### config.mk
export PLATFORM = sky130hd
export DESIGN_NAME = buton_clasificator
export DESIGN_NICKNAME = d
export VERILOG_FILES = /design/src/rtl/buton_clasificator.sv
export SDC_FILE = /design/constraint.sdc
export NUM_CORES = 1
export LEC_CHECK = 0
export ABC_AREA = 1
export CAP_MARGIN = 20
export CELL_PAD_IN_SITES_DETAIL_PLACEMENT = 0
export CELL_PAD_IN_SITES_GLOBAL_PLACEMENT = 2
export CORE_MARGIN = 2
export CORE_UTILIZATION = 40
export CTS_CLUSTER_DIAMETER = 50
export DETAILED_ROUTE_END_ITERATION = 10
export PLACE_DENSITY = 0.92
export SLEW_MARGIN = 15
export SYNTH_ARGS = -nofsm -noshare
export SYNTH_HDL_FRONTEND = slang
export SYNTH_SLANG_ARGS = --single-unit
### constraint.sdc
create_clock -name clock -period 5.2 [get_ports clock]
set_input_delay 0.52 -clock clock [delete_from_list [all_inputs] [get_ports clock]]
set_output_delay 0.52 -clock clock [all_outputs]
set_load 0.03 [all_outputs]
### src/rtl/buton_clasificator.sv
// rtl/buton_clasificator.sv - N-channel push-button classifier: short, long (with auto-repeat) and double presses
// Each channel: two-flop synchroniser, debouncer, classification FSM; outputs are registered one-cycle pulses.
module buton_clasificator #(
    parameter int N_CH         = 3,
    parameter int CNT_W        = 8,
    parameter int DEBOUNCE_CYC = 4,
    parameter int LONG_CYC     = 16,
    parameter int DOUBLE_GAP   = 10,
    parameter int REPEAT_CYC   = 0
) (
    input  logic            clock,
    input  logic            reset,
    input  logic [N_CH-1:0] b,
    input  logic [N_CH-1:0] ch_en,
    output logic [N_CH-1:0] scurt,
    output logic [N_CH-1:0] lung,
    output logic [N_CH-1:0] dublu,
    output logic [N_CH-1:0] busy
);
    localparam logic [2:0] ST_IDLE         = 3'd0;
    localparam logic [2:0] ST_PRESSED      = 3'd1;
    localparam logic [2:0] ST_LONG_HELD    = 3'd2;
    localparam logic [2:0] ST_WAIT_SECOND  = 3'd3;
    localparam logic [2:0] ST_SECOND_PRESS = 3'd4;

    localparam logic [CNT_W-1:0] CNT_MAX  = '1;
    localparam logic [CNT_W-1:0] CNT_ONE  = {{(CNT_W-1){1'b0}}, 1'b1};
    localparam logic [CNT_W-1:0] DB_LIM   = CNT_W'(DEBOUNCE_CYC);
    localparam logic [CNT_W-1:0] LONG_LIM = CNT_W'(LONG_CYC);
    localparam logic [CNT_W-1:0] GAP_LIM  = CNT_W'(DOUBLE_GAP);
    localparam logic [CNT_W-1:0] REP_LIM  = CNT_W'(REPEAT_CYC);

    function automatic logic [CNT_W-1:0] sat_inc(input logic [CNT_W-1:0] v);
        return (v == CNT_MAX) ? v : v + CNT_ONE;
    endfunction

    logic [N_CH-1:0]  s1_q, s1_d, s2_q, s2_d;
    logic [N_CH-1:0]  db_q, db_d, rel_q, rel_d;
    logic [N_CH-1:0]  scurt_q, scurt_d, lung_q, lung_d, dublu_q, dublu_d, busy_q, busy_d;
    logic [1:0]       vld_q, vld_d;
    logic [2:0]       st_q [N_CH];
    logic [2:0]       st_d [N_CH];
    logic [CNT_W-1:0] dc_q [N_CH];
    logic [CNT_W-1:0] dc_d [N_CH];
    logic [CNT_W-1:0] h_q  [N_CH];
    logic [CNT_W-1:0] h_d  [N_CH];
    logic [CNT_W-1:0] g_q  [N_CH];
    logic [CNT_W-1:0] g_d  [N_CH];
    logic [CNT_W-1:0] r_q  [N_CH];
    logic [CNT_W-1:0] r_d  [N_CH];

    always_comb begin
        s1_d    = b;
        s2_d    = s1_q;
        // s2 holds a real button sample only from the second edge after reset
        vld_d   = {vld_q[0], 1'b1};
        db_d    = db_q;
        rel_d   = rel_q;
        scurt_d = '0;
        lung_d  = '0;
        dublu_d = '0;
        busy_d  = '0;
        for (int i = 0; i < N_CH; i++) begin
            st_d[i] = st_q[i];
            dc_d[i] = '0;
            h_d[i]  = h_q[i];
            g_d[i]  = g_q[i];
            r_d[i]  = r_q[i];

            if (s2_q[i] != db_q[i]) begin
                if (sat_inc(dc_q[i]) >= DB_LIM) begin
                    db_d[i] = s2_q[i];
                end else begin
                    dc_d[i] = sat_inc(dc_q[i]);
                end
            end

            case (st_q[i])
                ST_IDLE: begin
                    if (db_q[i] && rel_q[i]) begin
                        st_d[i] = ST_PRESSED;
                        h_d[i]  = CNT_ONE;
                    end
                    // arm only after a genuinely released button has been observed
                    rel_d[i] = rel_q[i] | (vld_q[1] & ~db_q[i] & ~s2_q[i]);
                end
                ST_PRESSED: begin
                    if (db_q[i]) begin
                        h_d[i] = sat_inc(h_q[i]);
                        if (sat_inc(h_q[i]) >= LONG_LIM) begin
                            lung_d[i] = 1'b1;
                            r_d[i]    = '0;
                            st_d[i]   = ST_LONG_HELD;
                        end
                    end else if (DOUBLE_GAP == 0) begin
                        scurt_d[i] = 1'b1;
                        st_d[i]    = ST_IDLE;
                    end else begin
                        g_d[i]  = CNT_ONE;
                        st_d[i] = ST_WAIT_SECOND;
                    end
                end
                ST_LONG_HELD: begin
                    if (!db_q[i]) begin
                        st_d[i] = ST_IDLE;
                    end else begin
                        h_d[i] = sat_inc(h_q[i]);
                        if (REPEAT_CYC > 0) begin
                            if (sat_inc(r_q[i]) >= REP_LIM) begin
                                lung_d[i] = 1'b1;
                                r_d[i]    = '0;
                            end else begin
                                r_d[i] = sat_inc(r_q[i]);
                            end
                        end
                    end
                end
                ST_WAIT_SECOND: begin
                    if (db_q[i]) begin
                        st_d[i] = ST_SECOND_PRESS;
                    end else begin
                        g_d[i] = sat_inc(g_q[i]);
                        if (sat_inc(g_q[i]) >= GAP_LIM) begin
                            scurt_d[i] = 1'b1;
                            st_d[i]    = ST_IDLE;
                        end
                    end
                end
                ST_SECOND_PRESS: begin
                    if (!db_q[i]) begin
                        dublu_d[i] = 1'b1;
                        st_d[i]    = ST_IDLE;
                    end
                end
                default: st_d[i] = ST_IDLE;
            endcase

            if (!ch_en[i]) begin
                st_d[i]    = ST_IDLE;
                db_d[i]    = 1'b0;
                rel_d[i]   = 1'b0;
                dc_d[i]    = '0;
                h_d[i]     = '0;
                g_d[i]     = '0;
                r_d[i]     = '0;
                scurt_d[i] = 1'b0;
                lung_d[i]  = 1'b0;
                dublu_d[i] = 1'b0;
            end
            busy_d[i] = (st_d[i] != ST_IDLE);
        end
    end

    always_ff @(posedge clock or posedge reset) begin
        if (reset) begin
            s1_q    <= '0;
            s2_q    <= '0;
            db_q    <= '0;
            rel_q   <= '0;
            vld_q   <= '0;
            scurt_q <= '0;
            lung_q  <= '0;
            dublu_q <= '0;
            busy_q  <= '0;
            for (int i = 0; i < N_CH; i++) begin
                st_q[i] <= ST_IDLE;
                dc_q[i] <= '0;
                h_q[i]  <= '0;
                g_q[i]  <= '0;
                r_q[i]  <= '0;
            end
        end else begin
            s1_q    <= s1_d;
            s2_q    <= s2_d;
            db_q    <= db_d;
            rel_q   <= rel_d;
            vld_q   <= vld_d;
            scurt_q <= scurt_d;
            lung_q  <= lung_d;
            dublu_q <= dublu_d;
            busy_q  <= busy_d;
            for (int i = 0; i < N_CH; i++) begin
                st_q[i] <= st_d[i];
                dc_q[i] <= dc_d[i];
                h_q[i]  <= h_d[i];
                g_q[i]  <= g_d[i];
                r_q[i]  <= r_d[i];
            end
        end
    end

    assign scurt = scurt_q;
    assign lung  = lung_q;
    assign dublu = dublu_q;
    assign busy  = busy_q;
endmodule

# Yosys cells after proc, flatten, opt, wreduce, memory -nomap -nowiden
# Index checks and enable logic that the tools add are counted.
# Widths: inputs -> output; s select.
classes:
  add_sub_neg: 9
  n_lt_le_gt_ge: 9
  n_eq_ne: 51
  n_mux: 114
  bitwise_logic: 15
  n_reduce_logical: 24
op_table:
  columns: ["operator", "count"]
  rows:
  - ["$mux 8", 36]
  - ["$pmux 8 s2", 6]
  - ["$add 8x1->8 const B", 9]
  - ["$eq 8x8->1 const B", 9]
  - ["$mux 3", 21]
  - ["$mux 1", 48]
  - ["$pmux 3 s4", 3]
  - ["$ne 3x3->1 const B", 9]
  - ["$ge 8x3->1 const B", 3]
  - ["$ge 8x4->1 const B", 3]
  - ["$ge 8x5->1 const B", 3]
  - ["$eq 3x2->1 const B", 6]
  - ["$ne 2x1->1 const B", 9]
  - ["$ne 3x2->1 const B", 6]
  - ["$reduce_and 3->1", 6]
  - ["$reduce_or 2->1", 6]
  - ["$eq 3x1->1 const B", 3]
  - ["$eq 3x3->1 const B", 3]
  - ["$logic_not 3->1", 3]
  - ["$ne 3x1->1 const B", 3]
  - ["$reduce_bool 3->1", 3]
  - ["$and 1x1->1", 6]
  - ["$not 1->1", 6]
  - ["$reduce_and 2->1", 3]
  - ["3 further kinds", 9]
word_totals:
  regBits: 107
  in_bits: 8
  output_inout_bits: 12
  word_cells: 247

# Depth between registers and ports, before layout
# Gate-level depths: netlist of the first run.
depth:
  word_depth: 8
  depth_mapped: 12
  depth_no_buf: 12

# Worst setup path before layout of the first run
# No wires, ideal clock.
synth_timing:
  kind: "reg2reg"
  start: "reg h_q[16] in the netlist's numbering"
  end: "reg busy_q[0], in the netlist busy[0]"
  setup_time_ns: 0.125
  arrival_time_ns: 1.445
  t_required_ns: 5.075
  slack_ns: 3.630
  stages_incl_launch_ff: 10
  n_path_buf: 0
  synth_period_minus_slack_ns: 1.570
  cell_sequence: "dfrtp_1 -> ha_1 -> nand3_1 -> inv_1 -> nand3_1 -> nand3_1 -> o21ai_1 -> nand3_1 -> nand2_1 -> nand3_1"
synth_between:
  elab_chain_cells: 8
  elab_cells_between_ends: 9
  cone_classes: "add/sub: 1; order compare: 1; eq/ne: 1; mux: 5; reduce/logical: 1"
synth_lines:
  columns: ["item", "line_no", "text"]
  rows:
  - ["start, declared", "45", "logic [CNT_W-1:0] h_q [N_CH];"]
  - ["start signal, assigned by index", "185", "h_q[i] <= h_d[i];"]
  - ["$add 8x1->8 / $eq 8x8->1 (equally long branches)", "34", "return (v == CNT_MAX) ? v : v + CNT_ONE;"]
  - ["$mux 8 (*)", null, null]
  - ["$ge 8x5->1 (*)", "90", "if (sat_inc(h_q[i]) >= LONG_LIM) begin"]
  - ["$mux 3 (*)", "90", null]
  - ["$mux 3 (*)", "88", "if (db_q[i]) begin"]
  - ["$pmux 3 s4 (*)", "78", "case (st_q[i])"]
  - ["$mux 3 (*)", "138", "if (!ch_en[i]) begin"]
  - ["$reduce_bool 3->1 (*)", "150", "busy_d[i] = (st_d[i] != ST_IDLE);"]
  - ["net busy_d[0]", "39", "logic [N_CH-1:0] scurt_q, scurt_d, lung_q, lung_d, dublu_q, dublu_d, busy_q, busy_d;"]
  - ["end signal, assigned", "181", "busy_q <= busy_d;"]
  - ["end, declared", "39", null]
# Mark *: on every way through the listed nets, which the timed path passes. The rest lies on a longest branch.
# A chain may end at the register's enable or synchronous reset.

# Worst setup path after layout of the first run
layout_timing:
  start: "in ch_en[1]"
  end: "reg h_q[9] in the netlist's numbering"
layout_between:
  elab_chain_cells: 2
  elab_cells_between_ends: 5
  cone_classes: "eq/ne: 3; mux: 1; reduce/logical: 1"
layout_lines:
  columns: ["item", "line_no", "text"]
  rows:
  - ["start, declared", "14", "input logic [N_CH-1:0] ch_en,"]
  - ["$ne 3x3->1 (no line) / $ne 3x2->1 (equally long branches)", null, null]
  - ["$reduce_and 3->1 (no line)", null, null]
# Parallel ways exist; a longest one is shown, timed or not.

==> results summary, run 1 <==
The run finished with clean final reports. The post-synthesis cell type with the largest combined area is sky130_fd_sc_hd__dfrtp_1. Net switching is 25.8% of the power.

The pin slew with the least headroom to its limit came out at approximately 1 ns. The unique cell type count in the Yosys netlist came out at 39. The clock network latency to the later pin of the worst-skew pair came out at 0.35 ns. The number of pins exceeding their max-slew limit in the final report came out at 0.

In this design, the stage delay of the slowest critical-path cell is 0.77 ns. The post-detailed-placement cell area came out at between 6000 and 7000 um2. The relative area change from synthesis to final layout is 13.6%. The async set-reset flop share out of synthesis came out at 100%.

The cell count of the worst hold path came out at 0. The instance count of the mapped netlist came out at 727. In the final layout, the share of cells above drive strength 1 is 8.65%. The number of hold-repair buffers added at the cts stage is 0. The post-synthesis area per instance came out at around 7.8 um2. The half-perimeter wire length after placement is 8410 um. The depth of the most critical reg-to-reg path came out at 9. The number of warnings reported in the yosys synthesis log is 0. The number of DRC markers after the initial detailed-route iteration is 279. The met1 wire length came out at 5560 um.

The clock-pin transition on the worst setup and hold timing paths is 0.07 ns. Summed over all layers, the global routing overflow is 0. The number of gates resized after CTS came out at 0.

The via count of the routed design is 4654. The critical path goes through clkdlybuf4s50_1 -> inv_1 -> nor2_1 -> inv_1 -> nor2_1 -> a21oi_4 -> nand2_1 -> nand2_1 -> o21ai_1 -> nor2_1. The max capacitance violation total came out at 0.

TritonCTS built the clock tree. The type of element capturing the critical path is a flip-flop. The internal power of the cells totals 1.36 mW.

The core area came out at 13800 um2. The number of buffers added by the clock tree synthesis step is 9. The number of antenna violations at the first check in global routing came to 0. The first-pass iteration count of the detailed router came out at 5.

Dividing total power by cell area gives a power density of 285 nW/um2. The routed length per placed instance came out at 12.2 um. The cell area after synthesis came out at 5650 um2. The worst hold margin came out at 0.349 ns.

The area of all placed cells without fillers is 6420 um2. Static timing analysis puts the maximum clock frequency at a little over 500 MHz. The remaining antenna violation count is 0. Setup repair after global routing left no endpoint under its margin. The number of I/O pins came out at 20. The die covers 15100 um2. The kind of cell with the highest combined delay along the critical path is buffers and inverters. In this run the worst hold path is classified as flip-flop to flip-flop. Setup total negative slack on the finished layout was measured at 0 ns. The filler cell count in the final layout came out at 1376. The startpoint identified for the worst hold timing path is s1_q[1]$_DFF_PP0_. The type of origin of the critical path is an input port.

The pin count of the biggest net entering global routing came out at 77. The diode insertion count for antenna repair is 0. The final design utilization is between 40% and 50%. The placer's final routability congestion estimate came out at approximately 0.83.

The critical register-to-register path startpoint is h_q[16]$_DFFE_PP0P_. Leaving out fill and tap cells, the most frequent cell in the layout is sky130_fd_sc_hd__nand2_1. The routed design has 11700 um of wire. The synthesized design devotes to its leading area cell type 47.4% of total area. The largest vdd supply drop is 0.000168 V. The flop-to-flop setup slack came out at about 3.3 ns. The final critical delay including setup and external delays came out at 1.95 ns. The final worst-path cycle share is a little under two fifths. The static power due to leakage is 3.18 nW. The top routing layer in use is met4. For this run, design rule violations remaining after detail routing come to 0. The cell with the largest stage delay on the worst path is sky130_fd_sc_hd__clkdlybuf4s50_1. The worst register-to-register path ends at busy[0]$_DFF_PP0_. The buffer and inverter count on the worst path came out at 3.

Row generation in the floorplan step produced 43 rows. The top cell types in the final layout, fill and taps aside, are 173 x sky130_fd_sc_hd__nand2_1, 107 x sky130_fd_sc_hd__inv_1, 107 x sky130_fd_sc_hd__dfrtp_1. The critical setup path kind is input port to flip-flop. Per report_power, the sequential group accounts for 49.2% of the total. In the routed layout, each cell is associated on average with a via count of 4.87. Among all flip-flop cells after synthesis, the most frequent one is sky130_fd_sc_hd__dfrtp_1. Sequential cells were found to cover 47.4% of the synthesized design area.

The global-route usage over all layers is between 10% and 20%. Yosys mapped a number of flops with a built-in enable equal to 0. The die span in x is 123 um. The post-route clock skew is 0.00769 ns. The combinational cell fraction of total power came out at 11.2%. The clock network burns between 30% and 40% of the power.

The number of global-route vias before repair is ~4500. The H-tree level count came out at 3. The height of the die is about 120 um. The largest buffer count on any clock path is 2. The final net count came out at 787. The end point of the worst hold path is s2_q[1]$_DFF_PP0_. The final hold violation count is 0. The wire length on met2 is 5610 um. The count of buffers added on input and output ports is 19. The worst max-slew margin expressed relative to the limit came out at 35.1%. The first-pass GRT wire length came out at 20100 um. The number of buffers inserted to repair setup after CTS is 0. At the worst endpoint, the required time is 5.44 ns. The net switching power of the design came out at 0.471 mW. The number of synthesized register bits is 107. The most frequent cell on the critical path is sky130_fd_sc_hd__nor2_1.

After synthesis, the cell types taking the most area are sky130_fd_sc_hd__dfrtp_1 47%, sky130_fd_sc_hd__nand2_1 11%, sky130_fd_sc_hd__inv_1 7.2%. The met3 wire length came out at approximately 280 um. The maximum fanout along the worst path came out at 12. The number of clock sinks is 107.

The clock tree root driver cell is sky130_fd_sc_hd__clkbuf_16. The initial utilization of the core area, before any placement, comes to 40.9%. The total of endpoints with negative setup slack in the final report is 0. The data arrival time of the critical path came out at between 2 and 2.5 ns.
cell families (layout without fill, tap and decap cells):
logic type | after synthesis | count (layout) | share of synthesized area (%)
simple gates | 362 | 362 | 28.4
other cells | 2 | 19 | 0.133
xor+xnor | 9 | 9 | 1.39
mux | 3 | 3 | 0.531
compound gates | 109 | 109 | 11.5
flops | 107 | 107 | 47.4
fa+ha+maj | 9 | 9 | 1.99
buf+inv | 126 | 157 | 8.63
state kept, by name, summed over array words and instances, names as in the netlist:
| register | flops |
|---|---|
| busy | 3 |
| db_q | 3 |
| dc_q | 24 |
| dublu | 3 |
| g_q | 24 |
| h_q | 24 |
| lung | 3 |
| rel_q | 3 |
| s1_q | 3 |
| s2_q | 3 |
| scurt | 3 |
| st_q | 9 |
| vld_q | 2 |
Yosys cell counts, drive strengths merged, types with 2 or more instances:
| library cell | number |
|---|---|
| xnor2 | 3 |
| dfrtp | 107 |
| o2111ai | 3 |
| xor2 | 6 |
| o211ai | 2 |
| o21ai | 37 |
| clkinv | 2 |
| nand3 | 75 |
| nand2 | 183 |
| inv | 119 |
| a21oi | 31 |
| o22ai | 23 |
| nor3 | 7 |
| nor2 | 96 |
| mux2i | 3 |
| conb | 2 |
| clkbuf | 2 |
| ha | 9 |
| buf | 3 |
| o21bai | 5 |
| a31oi | 3 |
through the flow:
| stage | cells | total power [mW] | setup slack, ns |
|---|---|---|---|
| 2_1_floorplan | 744 | 1.06 | 1.86 |
| 3_5_place_dp | 939 | 1.12 | 2.87 |
| 3_3_place_gp | 939 | 1.12 | 2.91 |
| 4_1_cts | 955 | 1.85 | 3.25 |
| 6_report | 955 | 1.83 | 3.25 |
| 5_1_grt | 955 | 1.92 | 3.08 |
routing by layer:
| metal | global-route usage [%] | vias up |
|---|---|---|
| met5 | 0 | - |
| met4 | 7.40 | 0 |
| met3 | 2.83 | 13 |
| met2 | 27.6 | 63 |
| met1 | 21.8 | 2185 |
| li1 | - | 2393 |
cell type report:
cell class,instances,area (um2),area share [%]
clock inverter,5,77.6,1.21
clock buffer,11,233,3.63
multi-input combinational,511,2550,39.7
timing repair buffer,20,198,3.08
inverter,121,458,7.13
sequential,107,2680,41.7
tap,180,225,3.51
how the worst max path moves through the flow:
stage          depth (start not counted)                start                 end  slack, ns
4_1_cts                               10             ch_en[1]  h_q[9]$_DFFE_PP0P_       3.25
3_5_place_dp                          10             ch_en[1]  h_q[9]$_DFFE_PP0P_       2.87
3_3_place_gp                          10             ch_en[1]  h_q[9]$_DFFE_PP0P_       2.91
2_1_floorplan                          1                reset   busy[0]$_DFF_PP0_       1.86
5_1_grt                                9  h_q[16]$_DFFE_PP0P_   busy[0]$_DFF_PP0_       3.08
6_report                              10             ch_en[1]  h_q[9]$_DFFE_PP0P_       3.25
power by group through the flow:
stage,sequential (mW),combinational (mW),clock [mW]
floorplan,0.914,0.151,0
global placement,0.914,0.201,0
detailed placement,0.915,0.206,0
CTS,0.899,0.207,0.748
global route,0.904,0.237,0.782
finish,0.899,0.204,0.724
Power figures use the tool's default switching activity.
==> inputs of run 2 (changes only) <==
--- a/config.mk
+++ b/config.mk
@@ -10,10 +10,10 @@
 export CELL_PAD_IN_SITES_DETAIL_PLACEMENT = 0
 export CELL_PAD_IN_SITES_GLOBAL_PLACEMENT = 2
 export CORE_MARGIN = 2
-export CORE_UTILIZATION = 40
+export CORE_UTILIZATION = 37
 export CTS_CLUSTER_DIAMETER = 50
 export DETAILED_ROUTE_END_ITERATION = 10
-export PLACE_DENSITY = 0.92
+export PLACE_DENSITY = 0.86
 export SLEW_MARGIN = 15
 export SYNTH_ARGS = -nofsm -noshare
 export SYNTH_HDL_FRONTEND = slang
==> constraint.sdc (replaced) <==
create_clock -name clock -period 1.8 [get_ports clock]
set_input_delay 0.18 -clock clock [delete_from_list [all_inputs] [get_ports clock]]
set_output_delay 0.18 -clock clock [all_outputs]
set_load 0.03 [all_outputs]
==> results summary, run 2 (synthesis results as in run 1) <==
The power share of the clock group is 38.0% (-1.6 points). The combinational cell fraction of total power came out at 12.5% (+1.3 points). The leftover overflow at the end of global routing came to 0 (unchanged).

The global-route usage over all layers is 15.8% (-0.96 points). The largest registers in the layout are dc_q (24), g_q (24), h_q (24). In the layout the commonest cells are 171 x sky130_fd_sc_hd__nand2_1, 107 x sky130_fd_sc_hd__inv_1, 106 x sky130_fd_sc_hd__dfrtp_1.

The number of global-route vias before repair is 4700 (+4.7%). The clock tree from TritonCTS is yes. The final total negative setup slack is 0 ns (unchanged). In this run the critical register-to-register path is launched from h_q[16]$_DFFE_PP0P_. The worst setup path is captured at a flip-flop. The H-tree level count was 3 (unchanged). The height of the die came to 128 um (+3.8%). The max capacitance violation total is 0 (unchanged). Leaving out fill and tap cells, the most frequent cell in the layout is sky130_fd_sc_hd__nand2_1. The starting density of the core came out at 37.5% (-3.4 points).

The pin count of the biggest net entering global routing is 108 (+40%). In this run the worst setup path begins at h_q[16]$_DFFE_PP0P_. The largest vdd supply drop is 0.000440 V (+160%).

The tree is rooted in a sky130_fd_sc_hd__clkbuf_16. Counting stages on the worst path, the most repeated cell is sky130_fd_sc_hd__nand3_1. The core area came out at 15100 um2 (+9.1%). The final hold violation count is 0 (unchanged). Grouping stages by cell kind, the critical path spends the most delay in simple AND/OR/NAND/NOR gates.

The critical path goes through ha_1 -> nand3_1 -> xor2_1 -> nand3_1 -> o21ai_2 -> nand3_1 -> nand2_1 -> nand3_1. The net switching power of the design came out at 1.40 mW (+200%). STA classifies the critical path startpoint as a flip-flop. The final worst-path cycle share came out at a little over nine tenths. The number of hold-repair buffers added at the cts stage is 0 (unchanged). The total wire length after detailed routing is 12000 um (+3.1%). The worst setup path is of the flip-flop to flip-flop kind. The number of DRC markers after the initial detailed-route iteration was 197 (-29%). The first-pass iteration count of the detailed router came out at 4 (-1). The clock-pin transition on the worst setup and hold timing paths is 0.07 ns (about the same). The routed length per placed instance came out at 12.2 um (-0.23%).

The static power due to leakage came out at 3.30 nW (+3.8%). The die span in x is 128 um (+3.8%). The internal power contribution is 3.83 mW (+180%). The number of I/O pins is 20 (unchanged). The number of buffers added by the clock tree synthesis step came out at 9 (unchanged). The final net count came out at 811 (+3.0%).

The filler cell count in the final layout is 1557 (+13%). The number of pins exceeding their max-slew limit in the final report is 0 (unchanged). The worst hold path belongs to the class input port to flip-flop. The largest buffer count on any clock path was 2 (unchanged). The via count of the routed design is 4740 (+1.8%). The worst stage delay on the critical path is 0.44 ns (-0.33 ns). The run finished with clean final reports.

The number of clock sinks came out at 107 (unchanged). The ratio of cells with drive above 1 in the final layout is 13.6% (+5.0 points). Among all stages on the critical path, the largest delay is contributed by sky130_fd_sc_hd__dfrtp_2. The count of unresolved DRC violations after routing came out at 0 (unchanged). The worst max-slew margin expressed relative to the limit came out at 61.9% (+27 points). The switching share of power came to 26.8% (+1.0 points). The register share of total power came out at 49.5% (+0.3 points).

The data arrival time of the critical path is 1.92 ns (-0.27 ns). The power density over the cells was 784 nW/um2 (+180%). The diode insertion count for antenna repair came out at 0 (unchanged). The count of input and output buffers is 19 (unchanged). The half-perimeter wire length after placement came out at 8680 um (+3.2%). The final critical delay including setup and external delays came out at 1.69 ns. The total of endpoints with negative setup slack in the final report is 0 (unchanged).

The data required time at the worst endpoint came out at 2.04 ns (-3.40 ns). The total number of placement rows came out at 45 (+4.7%). The overall die area came out at 16300 um2 (+7.8%).

The clock network latency to the later pin of the worst-skew pair is 0.35 ns (about the same). The power consumption is 5.23 mW (+190%). The maximum fanout along the worst path is 5 (-7).

The remaining antenna violation count came out at 0 (unchanged). The placer's final routability congestion estimate is 0.818 (-2.0%). The startpoint identified for the worst hold timing path is b[1]. The first-pass GRT wire length is 21000 um (+4.6%). The number of antenna violations at the first check in global routing came to 0 (unchanged). The relative area change from synthesis to final layout came out at 18.0%. The per-cell via count in the routed design is 4.80 (-1.5%). The highest clock frequency the design can meet came out at 593 MHz.

The pin slew with the least headroom to its limit was 0.572 ns (-0.402 ns). The buffer and inverter count on the worst path came out at 0 (-3). The post-route clock skew came to 0.00545 ns (-0.00224 ns). Setup repair after global routing could not meet its margin everywhere.
run 2: final cells by class:
| class | count | area, um2 | share of cell area [%] |
|---|---|---|---|
| inverters | 121 | 462 | 6.92 |
| repair buffers | 44 | 390 | 5.85 |
| multi-input cells | 511 | 2610 | 39.1 |
| flip-flops and latches | 107 | 2680 | 40.2 |
| clock inverters | 6 | 65.1 | 0.975 |
| well taps | 188 | 235 | 3.53 |
| clock buffers | 10 | 229 | 3.43 |
run 2: metrics by stage:
stage	area (um2)	worst slack, ns	instances	utilization [%]	hold slack [ns]
after floorplan	5720	0.230	744	-	0.211
after global placement	6230	0.0459	960	41.3	0.334
after detailed placement	6230	0.0581	960	41.3	0.345
after CTS	6520	0.0444	976	43.2	0.251
after global routing	6670	-0.0130	987	44.2	0.254
final	6670	0.113	987	44.2	0.266
run 2: worst paths after layout:
check | endpoint | slack (ns) | depth (start not counted)
max in group asynchronous | h_q[16]$_DFFE_PP0P_ | 1.00 | 3
worst min-delay path | s1_q[1]$_DFF_PP0_ | 0.27 | 1
min in group asynchronous | g_q[6]$_DFFE_PP0P_ | 0.34 | 3
worst max-delay path | busy[0]$_DFF_PP0_ | 0.11 | 8
worst max register to register | busy[0]$_DFF_PP0_ | 0.11 | 8
worst min register to register | s2_q[2]$_DFF_PP0_ | 0.36 | 0
run 2: power by group through the flow:
stage                     logic, mW  clock network [mW]  registers, mW
after floorplan               0.436                   0           2.64
after global placement        0.615                   0           2.64
after detailed placement      0.621                   0           2.64
after CTS                     0.624                2.07           2.59
after global routing          0.757                2.15           2.61
final                         0.653                1.99           2.59
run 2: repair_timing:
item / in CTS / in global routing
endpoints found under the setup margin: 0 / 11
setup buffers: 0 / 11
resized for setup: 0 / 20
run 2: layer usage:
metal | part of all wire, % | global-route usage (%) | up-vias
li1 | - | - | 2444
met1 | 48 | 20.3 | 2230
met2 | 48 | 27.0 | 52
met3 | 2.1 | 2.18 | 14
met4 | 1.9 | 6.59 | 0
met5 | 0 | 0 | -
